### src/rtl/mastermind_game_ctrl.sv
// Mastermind game sequencer: collects the secret code and guesses from the
// key/switch inputs, drives the scoring-engine handshake, counts attempts and
// declares win or loss.
// Optional build macro MM_SCORE_TIMEOUT_EN adds a scoring-engine response
// timeout with an ERR state from which the current guess can be re-entered.
module mastermind_game_ctrl #(
  parameter int unsigned MAX_GUESSES    = 8,
  parameter int unsigned TIMEOUT_CYCLES = 64
) (
  input  logic        clk,
  input  logic        resetn,
  input  logic        load,
  input  logic [2:0]  digit_in,
  input  logic        score_done,
  input  logic [2:0]  score_red,
  input  logic [2:0]  score_white,
  output logic [11:0] code,
  output logic [11:0] guess,
  output logic        score_start,
  output logic [2:0]  red_out,
  output logic [2:0]  white_out,
  output logic [3:0]  attempt,
  output logic        win,
  output logic        lose,
  output logic        error
);

  localparam int unsigned DIGIT_W  = 3;
  localparam int unsigned DIGITS   = 4;
  localparam int unsigned IDX_W    = 2;
  localparam int unsigned ATT_W    = 4;
  localparam int unsigned ATT_MAX  = 15;
  localparam int unsigned WIN_REDS = 4;

  // Parameter range guards, evaluated at elaboration
  if (MAX_GUESSES < 1 || MAX_GUESSES > ATT_MAX) begin : g_bad_max_guesses
    $error("MAX_GUESSES must be in 1..15");
  end
  if (TIMEOUT_CYCLES < 1) begin : g_bad_timeout
    $error("TIMEOUT_CYCLES must be at least 1");
  end

  typedef enum logic [2:0] {
    CODE_ENTRY,
    GUESS_ENTRY,
    SCORE_REQ,
    SCORE_WAIT,
    UPDATE,
    WIN,
    LOSE,
    ERR
  } state_t;

  state_t              state, state_nxt;
  logic [IDX_W-1:0]    idx, idx_nxt;
  logic                armed;
  logic                press;
  logic [11:0]         code_nxt, guess_nxt;
  logic [2:0]          red_nxt, white_nxt;
  logic [ATT_W-1:0]    attempt_nxt;

`ifdef MM_SCORE_TIMEOUT_EN
  localparam int unsigned TMO_W = $clog2(TIMEOUT_CYCLES + 1);
  logic [TMO_W-1:0]    tmo_cnt, tmo_nxt;
`endif

  // One press per load assertion; armed re-arms on any cycle with load low
  assign press = load & armed;

  // Next-state and next-datapath values
  always_comb begin
    state_nxt   = state;
    idx_nxt     = idx;
    code_nxt    = code;
    guess_nxt   = guess;
    red_nxt     = red_out;
    white_nxt   = white_out;
    attempt_nxt = attempt;
`ifdef MM_SCORE_TIMEOUT_EN
    tmo_nxt     = '0;
`endif
    case (state)
      CODE_ENTRY: begin
        if (press) begin
          for (int k = 0; k < DIGITS; k++) begin
            if (idx == IDX_W'(k)) code_nxt[DIGIT_W*k +: DIGIT_W] = digit_in;
          end
          idx_nxt = idx + IDX_W'(1);
          if (idx == IDX_W'(DIGITS - 1)) state_nxt = GUESS_ENTRY;
        end
      end
      GUESS_ENTRY: begin
        if (press) begin
          for (int k = 0; k < DIGITS; k++) begin
            if (idx == IDX_W'(k)) guess_nxt[DIGIT_W*k +: DIGIT_W] = digit_in;
          end
          idx_nxt = idx + IDX_W'(1);
          if (idx == IDX_W'(DIGITS - 1)) state_nxt = SCORE_REQ;
        end
      end
      SCORE_REQ: begin
        state_nxt = SCORE_WAIT;
      end
      SCORE_WAIT: begin
        if (score_done) begin
          red_nxt   = score_red;
          white_nxt = score_white;
          if (attempt != ATT_W'(ATT_MAX)) attempt_nxt = attempt + ATT_W'(1);
          state_nxt = UPDATE;
        end
`ifdef MM_SCORE_TIMEOUT_EN
        else if (tmo_cnt == TMO_W'(TIMEOUT_CYCLES - 1)) begin
          state_nxt = ERR;
        end else begin
          tmo_nxt = tmo_cnt + TMO_W'(1);
        end
`endif
      end
      UPDATE: begin
        // A win on the final allowed guess takes priority over the loss
        if (red_out >= 3'(WIN_REDS))                 state_nxt = WIN;
        else if (attempt == ATT_W'(MAX_GUESSES))     state_nxt = LOSE;
        else                                         state_nxt = GUESS_ENTRY;
      end
      WIN, LOSE: begin
        if (press) begin
          code_nxt    = '0;
          guess_nxt   = '0;
          red_nxt     = '0;
          white_nxt   = '0;
          attempt_nxt = '0;
          idx_nxt     = '0;
          state_nxt   = CODE_ENTRY;
        end
      end
      ERR: begin
`ifdef MM_SCORE_TIMEOUT_EN
        if (press) begin
          idx_nxt   = '0;
          state_nxt = GUESS_ENTRY;
        end
`else
        state_nxt = CODE_ENTRY;
`endif
      end
      default: state_nxt = CODE_ENTRY;
    endcase
  end

  // State register and registered outputs
  always_ff @(posedge clk or negedge resetn) begin
    if (!resetn) begin
      state       <= CODE_ENTRY;
      idx         <= '0;
      armed       <= 1'b1;
      code        <= '0;
      guess       <= '0;
      red_out     <= '0;
      white_out   <= '0;
      attempt     <= '0;
      score_start <= 1'b0;
      win         <= 1'b0;
      lose        <= 1'b0;
    end else begin
      state       <= state_nxt;
      idx         <= idx_nxt;
      armed       <= ~load;
      code        <= code_nxt;
      guess       <= guess_nxt;
      red_out     <= red_nxt;
      white_out   <= white_nxt;
      attempt     <= attempt_nxt;
      score_start <= (state_nxt == SCORE_REQ);
      win         <= (state_nxt == WIN);
      lose        <= (state_nxt == LOSE);
    end
  end

`ifdef MM_SCORE_TIMEOUT_EN
  // Scoring-engine response timer and error flag
  always_ff @(posedge clk or negedge resetn) begin
    if (!resetn) begin
      tmo_cnt <= '0;
      error   <= 1'b0;
    end else begin
      tmo_cnt <= tmo_nxt;
      error   <= (state_nxt == ERR);
    end
  end
`else
  assign error = 1'b0;
`endif

endmodule
### config.mk
export PLATFORM = sky130hd
export DESIGN_NAME = mastermind_game_ctrl
export DESIGN_NICKNAME = d
export VERILOG_FILES = /design/src/rtl/mastermind_game_ctrl.sv
export SDC_FILE = /design/constraint.sdc
export NUM_CORES = 1
export LEC_CHECK = 0
export CAP_MARGIN = 10
export CORE_MARGIN = 3
export CORE_UTILIZATION = 40
export CTS_CLUSTER_SIZE = 30
export DETAILED_ROUTE_END_ITERATION = 6
export PLACE_DENSITY = 0.67
export SYNTH_ARGS = -nofsm -noshare
export SYNTH_HDL_FRONTEND = slang
export SYNTH_SLANG_ARGS = --single-unit
### constraint.sdc
create_clock -name clk -period 1.8 [get_ports clk]
set_input_delay 0.54 -clock clk [delete_from_list [all_inputs] [get_ports clk]]
set_output_delay 0.54 -clock clk [all_outputs]
set_load 0.01 [all_outputs]
# == Word level (Yosys, flattened, before mapping) ==
# Cells that the tools add are included.
# Widths: inputs -> output; s select.
# word_totals
regBits,43
in_bits,13
out_inout_bits,38
word_cells,99
# op_classes
add_sub_neg,2
magnitude_cmp,1
n_eq_ne,29
muxes,29
bitwise_logic,2
reduce_logical,19
# ops
operator,count
$pmux 12 s2,2
$mux 3,15
$reduce_and 4->1,9
$ne 2x2->1 const B,13
$mux 12,2
$pmux 3 s7,1
$eq 3x3->1 const B,6
$mux 4,3
$pmux 3 s2,2
$eq 3x2->1 const B,3
$pmux 4 s2,1
$reduce_bool 2->1,4
$reduce_and 3->1,2
$add 4x1->4 const B,1
$eq 2x2->1 const B,2
$eq 4x4->1 const B,1
$mux 2,2
$ne 4x4->1 const B,1
$pmux 2 s2,1
$reduce_or 2->1,2
$eq 3x1->1 const B,1
$ge 3x3->1 const B,1
$logic_not 3->1,1
$add 2x1->2 const B,1
5 further kinds,5

# == Logic depth before layout (Yosys ltp) ==
# Gate-level depths: netlist of the first run.
# logic_depth
ltp_word,5
mapped_depth,6
depth_no_buf,6

# == Least setup slack after synthesis of the first run ==
# OpenSTA, ideal clock, no wires.
# synth_timing
kind,register to register
start,register state[2]
end,register code[3]
setup_time_ps,125
arrival_ps,1479
required_time_ps,1675
path_slack_ps,197
stages_incl_launch_ff,6
n_path_buf,1
synth_period_minus_slack_ps,1603
cell_sequence,dfrtp_1 -> buf_2 -> nor3_1 -> nand2_1 -> a21oi_2 -> mux2_2
# synth_between
elab_chain_len,4
word_cells_on_any_way,10
classes_between,eq/ne: 5; mux: 1; reduce/logical: 4
# synth_rtl
item,line_no,source
from (decl),54,"state_t state, state_nxt;"
from (signal assigned),165,state <= state_nxt;
$eq 3x3->1,82,case (state)
$reduce_or 2->1,82,
$ne 2x2->1 (no line) or $reduce_bool 2->1 (tied branches),--,
$reduce_and 4->1 (no line),--,
to (signal assigned),168,code <= code_nxt;
to (decl),17,"output logic [11:0] code,"
# Several ways; a longest one is shown, not always the timed one.
# A chain may end at the register's enable or synchronous reset.

# == Final worst setup path of the first run ==
# layout_timing
start,register red_out[2]
end,output red_out[2]
# layout_rtl
item,line_no,source
from (decl),20,"output logic [2:0] red_out,"
from (signal assigned),170,red_out <= red_nxt;
# No word-level cell between the ends.

==> impl_results.md, run 1 <==
* Status: completed
* Min Tclk post-route at ~1800 ps
* Req. time, crit path at between 1000 and 1500 ps
* RSZ-0062 raised after global routing: false
* Switching portion of total power at between 30% and 40%
* Die Area at about 6000 um2
* Crit-path max FO at 3
* Crit end category: output pin
* Final hold vios at 0
* Placed cells at 313
* Yosys top cell area share at 50.8%
* Chip Width at roughly 78 um
* Slew Limit Fails at 0
* GRT Total Usage at between 10% and 20%
* Fmax at between 0.5 and 0.6 GHz
* Initial core utilization at roughly 43%
* Crit share post-route at between 90% and 100%
* Clock share of power at between 10% and 20%
* Placement Setup Slack at -260 ps
* Row Count at 25
* Final Power at 4.41 mW
* Syn avg cell area at 10.9 um2
* Clock skew at 4.43 ps
* First-pass GRT wire length at around 7400 um
* Largest delay share family, worst path: buffers and inverters
* Sink Count at between 40 and 50
* Detail Placement HPWL at 3290 um
* Vias after detailed routing at around 1600
* DRC Markers at 0
* Sequential share of power at a little under two fifths
* Max-cap violations at 0
* Critical path class: flop to output pin
* CP cell instances: clkdlybuf4s50_1
* Non-Filler Instances at ~320
* Combinational power share at around 46%
* Final worst setup slack at around 43 ps
* IO Pins at slightly above 50
* Register bit total from synthesis at 43
* Pwr Density at about 1500 nW/um2
* Worst VDD drop at roughly 850 uV
* Util after Layout at about three fifths
* Critical-path top delay cell: clkdlybuf4s50_1
* Pin count of the biggest net entering global routing at 29
* Psw at roughly 1.5 mW
* Die Y at approximately 78 um
* Final setup fails at 0
* Proportion of layout cells with a drive suffix above 1 at between 20% and 30%
* Iter 0 DRT Violations at just under 90
* Cell Area, Synth at 2070 um2
* Longest Clk Path Bufs at 2
* Cell Int Power at around 3 mW
* Detailed-route wire length per cell at ~13 um
* Global route total overflow at 0
* Synth cell types at 43
* Core ar. at approximately 4800 um2
* Initial antenna violation count at 0
* Post-route ant nets at 0
* Root buffer cell: clkbuf_8
* Ys Warns at 0
* Post-synth EDFFs at 0
* Crit start category: flop
* Latest clock arrival within the worst-skew pair at approximately 290 ps
* Seq/Total Area, Yosys at about 52%
* Max incr delay on CP at between 500 and 600 ps
* Clk slew on worst S/H paths at around 80 ps
* CTS Buf Count at 5
* Cells after synthesis at 190
* Worst Path Buf+Inv at 1
* TritonCTS clock tree: built
* Ranking of synthesized cells by area: dfrtp_1 51%, mux2_2 9.8%, nand2_1 5.6%, ha_1 3.6%, o21ai_1 2.7%
* GPL Wtd Cong at between 0.8 and 0.9
* Diodes inserted at 0
* Asr flop ratio synth at 100%
* PortBufs at roughly 50
* Synth area leader: dfrtp_1
* Net Count, Synth at between 200 and 250
* Final Hold Slack at 157 ps
* TritonRoute pass-1 iters at 4
* Drt total wl at ~4300 um
* Most used DFF post-synth: dfrtp_1
* Clock H-tree levels at 2
* Vias in the first global route at between 1500 and 2000
* Hold Crit Class: input port to async pin
* Fin nets at about 280
* Synth-to-Final Area Change at 39.6%
* WP data arrival at around 1200 ps
* Vias per Instance at slightly below 5
* Leakage at between 1 and 1.5 nW
synth_stat cells, types with 2 or more instances:
master,n
nor3b_1,2
nor2b_1,5
nand3_1,2
nor2_1,5
and2_1,4
a21oi_2,3
o2bb2ai_1,3
nand3b_1,2
mux2_2,18
inv_1,9
ha_1,6
buf_4,2
or3_1,2
dfrtp_1,42
a21oi_1,7
nand2_1,31
nand2b_1,2
o21ai_1,11
buf_2,7
a22o_1,4
final cells by class:
class,count,area (um2)
fillers,431,1960
flip-flops and latches,43,1080
multi-input cells,128,913
repair buffers,69,662
well taps,67,83.8
clock buffers,5,68.8
clock inverters,3,43.8
inverters,9,33.8
what timing repair did:
item | in CTS | in global routing
hold buffers | 0 | 0
pin swaps | 0 | 1
setup endpoints to repair | 4 | 6
cloned | 0 | 0
endpoints found under the hold margin | 0 | 0
setup buffers | 1 | 2
gates resized for setup | 6 | 5
power by group through the flow:
stage | combinational [mW] | clock [mW] | sequential [mW]
2_1_floorplan | 0.882 | 0 | 1.78
3_3_place_gp | 1.95 | 0 | 1.69
3_5_place_dp | 1.98 | 0 | 1.68
4_1_cts | 2.00 | 0.759 | 1.66
5_1_grt | 2.22 | 0.789 | 1.72
6_report | 2.02 | 0.736 | 1.65
cells by family (layout without fill, tap and decap cells):
kind of cell               Yosys count  after routing  share of synthesized area [%]
AOI/OAI and AO/OA                   40             40                           13.9
xor gates and xnor gates             1              1                          0.424
adders and majority gates            6              6                           3.63
buffers and inverters               19             86                           4.24
DFF                                 43             43                           52.1
muxes                               19             19                           10.3
other                                1              1                          0.181
and+or+nand+nor                     61             61                           15.3
through the flow:
step | setup TNS (ps) | instance area, um2
after global routing | 0 | 2890
after floorplan | 0 | 2070
final | 0 | 2890
after detailed placement | -6150 | 2740
after global placement | -5690 | 2740
after CTS | 0 | 2860
sequential cells by signal (all words and copies together), names as in the netlist:
name and cells:
white_out 3, idx 2, attempt 4, red_out 3, armed 1, score_start 1
win 1, lose 1, guess 12, state 3, code 12
cells in the final DEF, fill, tap and decap left out, types with 3 or more instances in the layout:
cell	netlist	layout
clkdlybuf4s50_1	0	43
dfrtp_1	42	39
nand2_1	31	31
mux2_2	18	18
buf_4	2	18
o21ai_1	11	11
inv_1	9	9
a21oi_1	7	6
ha_1	6	6
nor2b_1	5	5
nor2_1	5	5
clkbuf_8	0	5
a22o_1	4	4
a21oi_2	3	4
and2_1	4	3
o2bb2ai_1	3	3
dfrtp_2	0	3
dlygate4sd2_1	0	3
path summary, 6_finish.rpt:
path	start	to	slack, ps	cells past startpoint
min in group clk	code[2]$_DFFE_PN0P_	code[2]$_DFFE_PN0P_	510	1
worst max register to register	state[2]$_DFF_PN0_	code[0]$_DFFE_PN0P_	140	4
worst max-delay path	red_out[2]$_DFFE_PN0P_	red_out[2]	40	1
worst min register to register	code[2]$_DFFE_PN0P_	code[2]$_DFFE_PN0P_	510	1
max in group asynchronous	resetn	attempt[0]$_DFFE_PN0P_	1170	2
worst min-delay path	resetn	state[2]$_DFF_PN0_	160	1
routing by layer:
metal / vias to the layer above / wire (um) / track usage (%) / share of wire (%)
li1: 787 / - / - / -
met5: - / 0 / 0 / 0
met2: 52 / 2100 / 25.3 / 48
met3: 4 / 278 / 4.99 / 6.4
met4: 0 / 47 / 4.63 / 1.1
met1: 753 / 1920 / 19.4 / 44
No activity file was read; power rests on OpenSTA's default activity.
==> run 2: changes to the inputs <==
--- a/config.mk
+++ b/config.mk
@@ -11,6 +11,7 @@
 export CTS_CLUSTER_SIZE = 30
 export DETAILED_ROUTE_END_ITERATION = 6
 export PLACE_DENSITY = 0.67
+export REMOVE_ABC_BUFFERS = 1
 export SYNTH_ARGS = -nofsm -noshare
 export SYNTH_HDL_FRONTEND = slang
 export SYNTH_SLANG_ARGS = --single-unit
==> impl_results.md, run 2 (synthesis gave the netlist of run 1 again) <==
* Pwr Density at approximately 1500 nW/um2
* Final Hold Slack at between 150 and 200 ps
* TritonRoute pass-1 iters at 4
* TritonCTS clock tree: built
* Crit end category: output pin
* Core ar. at a little under 5000 um2
* Initial core utilization at a little over two fifths
* IO Pins at 51
* Die Y at between 70 and 80 um
* Die Area at 6070 um2
* PortBufs at between 40 and 50
* Final hold vios at 0
* First-pass GRT wire length at a little under 8000 um
* R2R Path End: guess[8]$_DFFE_PN0P_
* Detailed-route wire length per cell at roughly 14 um
* Commonest non-fill, non-tap cells in the layout: 42 x clkdlybuf4s50_1, 41 x dfrtp_1, 30 x nand2_1
* Critical path class: flop to output pin
* Global route total overflow at 0
* Worst VDD drop at roughly 860 uV
* RSZ-0062 raised after global routing: false
* Reg-to-Reg Start: state[0]$_DFF_PN0_
* FILL cells at about 440
* Latest clock arrival within the worst-skew pair at approximately 300 ps
* Row Count at 25
* Critical-path top delay cell: clkdlybuf4s50_1
* Min Tclk post-route at between 1500 and 2000 ps
* Sink Count at between 40 and 50
* Detail Placement HPWL at 3350 um
* Fmax at 0.568 GHz
* Util after Layout at 60.0%
* Chip Width at 77.9 um
* GRT Total Usage at roughly 16%
* Crit-path max FO at 2
* Largest delay share family, worst path: buffers and inverters
* Biggest regs: code x12, guess x12, attempt x4
* Root buffer cell: clkbuf_8
* Pin count of the biggest net entering global routing at 19
* Vias after detailed routing at 1651
* CTS Buf Count at 5
* Fin nets at roughly 280
* Multi-input gate area at between 900 and 1000 um2
* WP data arrival at ~1200 ps
* R2R depth at 4
* Clock H-tree levels at 2
* Drt total wl at about 4600 um
* DRC Markers at 0
* Slew Limit Fails at 0
* Crit share post-route at between 90% and 100%
* Clock skew at 5.83 ps
* Initial antenna violation count at 0
* Diodes inserted at 0
* CP cell instances: clkdlybuf4s50_1
* Longest Clk Path Bufs at 2
* Crit start category: flop
* Final worst setup slack at around 40 ps
* Status: completed
* Final setup fails at 0
* Worst setup path startpoint: guess[6]$_DFFE_PN0P_
* Worst Path Buf+Inv at 1
* Post-route ant nets at 0
* Sequential cell area at about 1100 um2
* Max-cap violations at 0
* Reg2reg setup slack at 170 ps
* Iter 0 DRT Violations at 79
* Req. time, crit path at around 1300 ps
* Final setup TNS at 0 ps
* Max incr delay on CP at 550 ps
* Proportion of layout cells with a drive suffix above 1 at around 25%
* Clk slew on worst S/H paths at about 80 ps
* Hold Crit Class: input port to async pin
* Vias per Instance at ~5.0
* Synth-to-Final Area Change at 40.7%
* Placement Setup Slack at -280 ps
* GPL Wtd Cong at a little under 0.9
* Commonest non-fill, non-tap cell in the layout: clkdlybuf4s50_1
* Leakage at between 1 and 1.5 nW
* Vias in the first global route at about 1600
## run 2: metrics by stage
stage / instances / cell area (um2) / total power, mW
finish: 330 / 2910 / 4.40
global route: 330 / 2910 / 4.73
CTS: 330 / 2900 / 4.47
detailed placement: 319 / 2770 / 3.69
global placement: 319 / 2770 / 3.66
floorplan: 180 / 2010 / 2.62
## run 2: layout make-up
class                      count  share of cell area, %
sequential                    43                   37.1
inverter                       9                   1.16
multi-input combinational    128                   31.3
clock inverter                 1                  0.258
tap                           67                   2.88
timing repair buffer          75                   24.0
clock buffer                   7                   3.31
## run 2: power by group
group | internal, mW | switching, mW
Clock | 0.349 | 0.333
Combinational | 1.19 | 0.899
Sequential | 1.36 | 0.267
## run 2: what timing repair did
item | 4_1_cts | 5_1_grt
pin swaps | 3 | 0
hold buffers | 0 | 0
setup endpoints to repair | 5 | 3
buffers inserted | 3 | 0
gates resized for setup | 7 | 3
endpoints found under the hold margin | 0 | 0
## run 2: worst max path at each step
stage	end	slack [ps]	cells after the start
5_1_grt	code[4]	2	1
6_report	guess[6]	40	1
2_1_floorplan	guess[0]$_DFFE_PN0P_	120	4
4_1_cts	code[9]	20	1
3_3_place_gp	guess[7]$_DFFE_PN0P_	-250	5
3_5_place_dp	win$_DFF_PN0_	-280	6
## run 2: routing by layer
layer  GRT usage [%]  vias up  wire [um]
li1                -      803          -
met1            21.2      794       2110
met2            26.8       47       2170
met3            4.06        7        259
met4            4.63        0         55
met5               0        -          0
==> run 3: changes to the inputs <==
==> constraint.sdc (replaced) <==
create_clock -name clk -period 1.8 [get_ports clk]
set_input_delay 0.27 -clock clk [delete_from_list [all_inputs] [get_ports clk]]
set_output_delay 0.27 -clock clk [all_outputs]
set_load 0.01 [all_outputs]
==> impl_results.md, run 3 (synthesis gave the netlist of run 1 again) <==
* Core ar. at 4850 um2
* Die Y at 77.9 um
* Crit end category: flop
* Commonest non-fill, non-tap cell in the layout: clkdlybuf4s50_1
* Latest clock arrival within the worst-skew pair at 290 ps
* Synth-to-Final Area Change at 37.0%
* Post-route ant nets at 0
* Hold Crit Class: input port to async pin
* Final setup TNS at 0 ps
* Vias per Instance at roughly 4.8
* Leakage at 1.24 nW
* Crit-path max FO at 9
* FILL cells at about 450
* CTS Buf Count at 5
* Sink Count at between 40 and 50
* IO Pins at 51
* Final hold vios at 0
* Slew Limit Fails at 0
* GRT Total Usage at between 15 and 20%
* Pin count of the biggest net entering global routing at 44
* Critical path class: flop to flop
* Clock skew at 8.06 ps
* RSZ-0062 raised after global routing: false
* Util after Layout at 58.4%
* Fmax at a little over 0.6 GHz
* First-pass GRT wire length at ~7600 um
* PortBufs at between 40 and 50
* Detailed-route wire length per cell at 13.4 um
* Clk slew on worst S/H paths at roughly 90 ps
* Worst-Margin Slew at 532 ps
* Final setup fails at 0
* Crit start category: flop
* Chip Width at about 78 um
* Crit share post-route at about nine tenths
* TritonRoute pass-1 iters at 5
* Reg2reg setup slack at roughly 160 ps
* Biggest regs: code x12, guess x12, attempt x4
* Root buffer cell: clkbuf_8
* Min Tclk post-route at 1640 ps
* Initial antenna violation count at 0
* Req. time, crit path at 1970 ps
* Vias in the first global route at around 1600
* Post-CTS repair timing setup buffer count at 0
* Reg-to-Reg Start: state[1]$_DFF_PN0_
* Proportion of layout cells with a drive suffix above 1 at 19.1%
* Clock H-tree levels at 2
* Worst setup path startpoint: state[1]$_DFF_PN0_
* GPL Wtd Cong at 0.851
* Max-cap violations at 0
* Vias after detailed routing at approximately 1500
* Post_cts resized at 0
* R2R depth at 4
* Pwr Density at approximately 1600 nW/um2
* Global route total overflow at 0
* Row Count at 25
* R2R Path End: guess[7]$_DFFE_PN0P_
* Commonest non-fill, non-tap cells in the layout: 48 x clkdlybuf4s50_1, 42 x dfrtp_1, 31 x nand2_1
* WP data arrival at roughly 1800 ps
* Die Area at a little over 6000 um2
* Fin nets at around 270
* Longest Clk Path Bufs at 2
* Rel. slew slack at approximately 65%
* Drt total wl at 4260 um
* Status: completed
* Iter 0 DRT Violations at 78
* Worst VDD drop at 852 uV
* TritonCTS clock tree: built
* DRC Markers at 0
* Initial core utilization at between 40% and 50%
* Diodes inserted at 0
* Hold buffers post-CTS at 0
* Detail Placement HPWL at between 3000 and 4000 um
run 3: cell types whose count changed in the layout (fill, tap and decap cells not counted), moves of 2 or more:
cell	previous run	this run
dlygate4sd2_1	3	0
bufinv_16	0	2
dlymetal6s2s_1	3	0
clkbuf_8	7	5
buf_4	25	13
clkdlybuf4s50_1	42	48
run 3: worst max-delay path by stage:
stage	slack (ps)	depth (start not counted)	end
2_1_floorplan	120	4	guess[0]$_DFFE_PN0P_
3_3_place_gp	30	7	code[10]$_DFFE_PN0P_
3_5_place_dp	-10	6	win$_DFF_PN0_
4_1_cts	120	4	guess[7]$_DFFE_PN0P_
5_1_grt	40	4	guess[7]$_DFFE_PN0P_
6_report	160	4	guess[7]$_DFFE_PN0P_
run 3: final cells by class:
cell class / instances / area [um2] / share of cell area (%)
flip-flops and latches: 43 / 1080 / 38.0
multi-input cells: 128 / 902 / 31.8
repair buffers: 63 / 603 / 21.3
well taps: 67 / 83.8 / 2.96
clock buffers: 6 / 72.6 / 2.56
clock inverters: 2 / 60.1 / 2.12
inverters: 9 / 33.8 / 1.19
run 3: power breakdown:
| part | leakage [nW] | switching (mW) | internal [mW] |
|---|---|---|---|
| logic | 0.631 | 0.829 | 1.12 |
| registers | 0.545 | 0.287 | 1.36 |
| clock network | 0.0654 | 0.317 | 0.555 |
| total | 1.24 | 1.43 | 3.04 |
run 3: per-layer routing:
layer / part of all wire [%] / global-route usage [%]
met1: 49 / 21.5
met2: 45 / 24.0
met3: 5.1 / 3.94
met4: 0.94 / 4.27
met5: 0 / 0
run 3: worst max-delay path, cell delays in order (launching register included):
cell,delay (ps)
dfrtp_1,450
nor2b_4,240
o21ai_4,130
a21oi_1,320
mux2_2,380
run 3: stage by stage:
step           std cells  power [mW]  setup WS, ps  cell area, um2  hold slack (ps)
3_3_place_gp         310        3.63          32.2            2700              371
3_5_place_dp         310        3.63         -11.8            2700              375
4_1_cts              318        4.54           122            2830             58.0
6_report             318        4.47           156            2830             44.5
5_1_grt              318        4.83          42.3            2830             85.5
2_1_floorplan        180        2.62           117            2010            -25.6
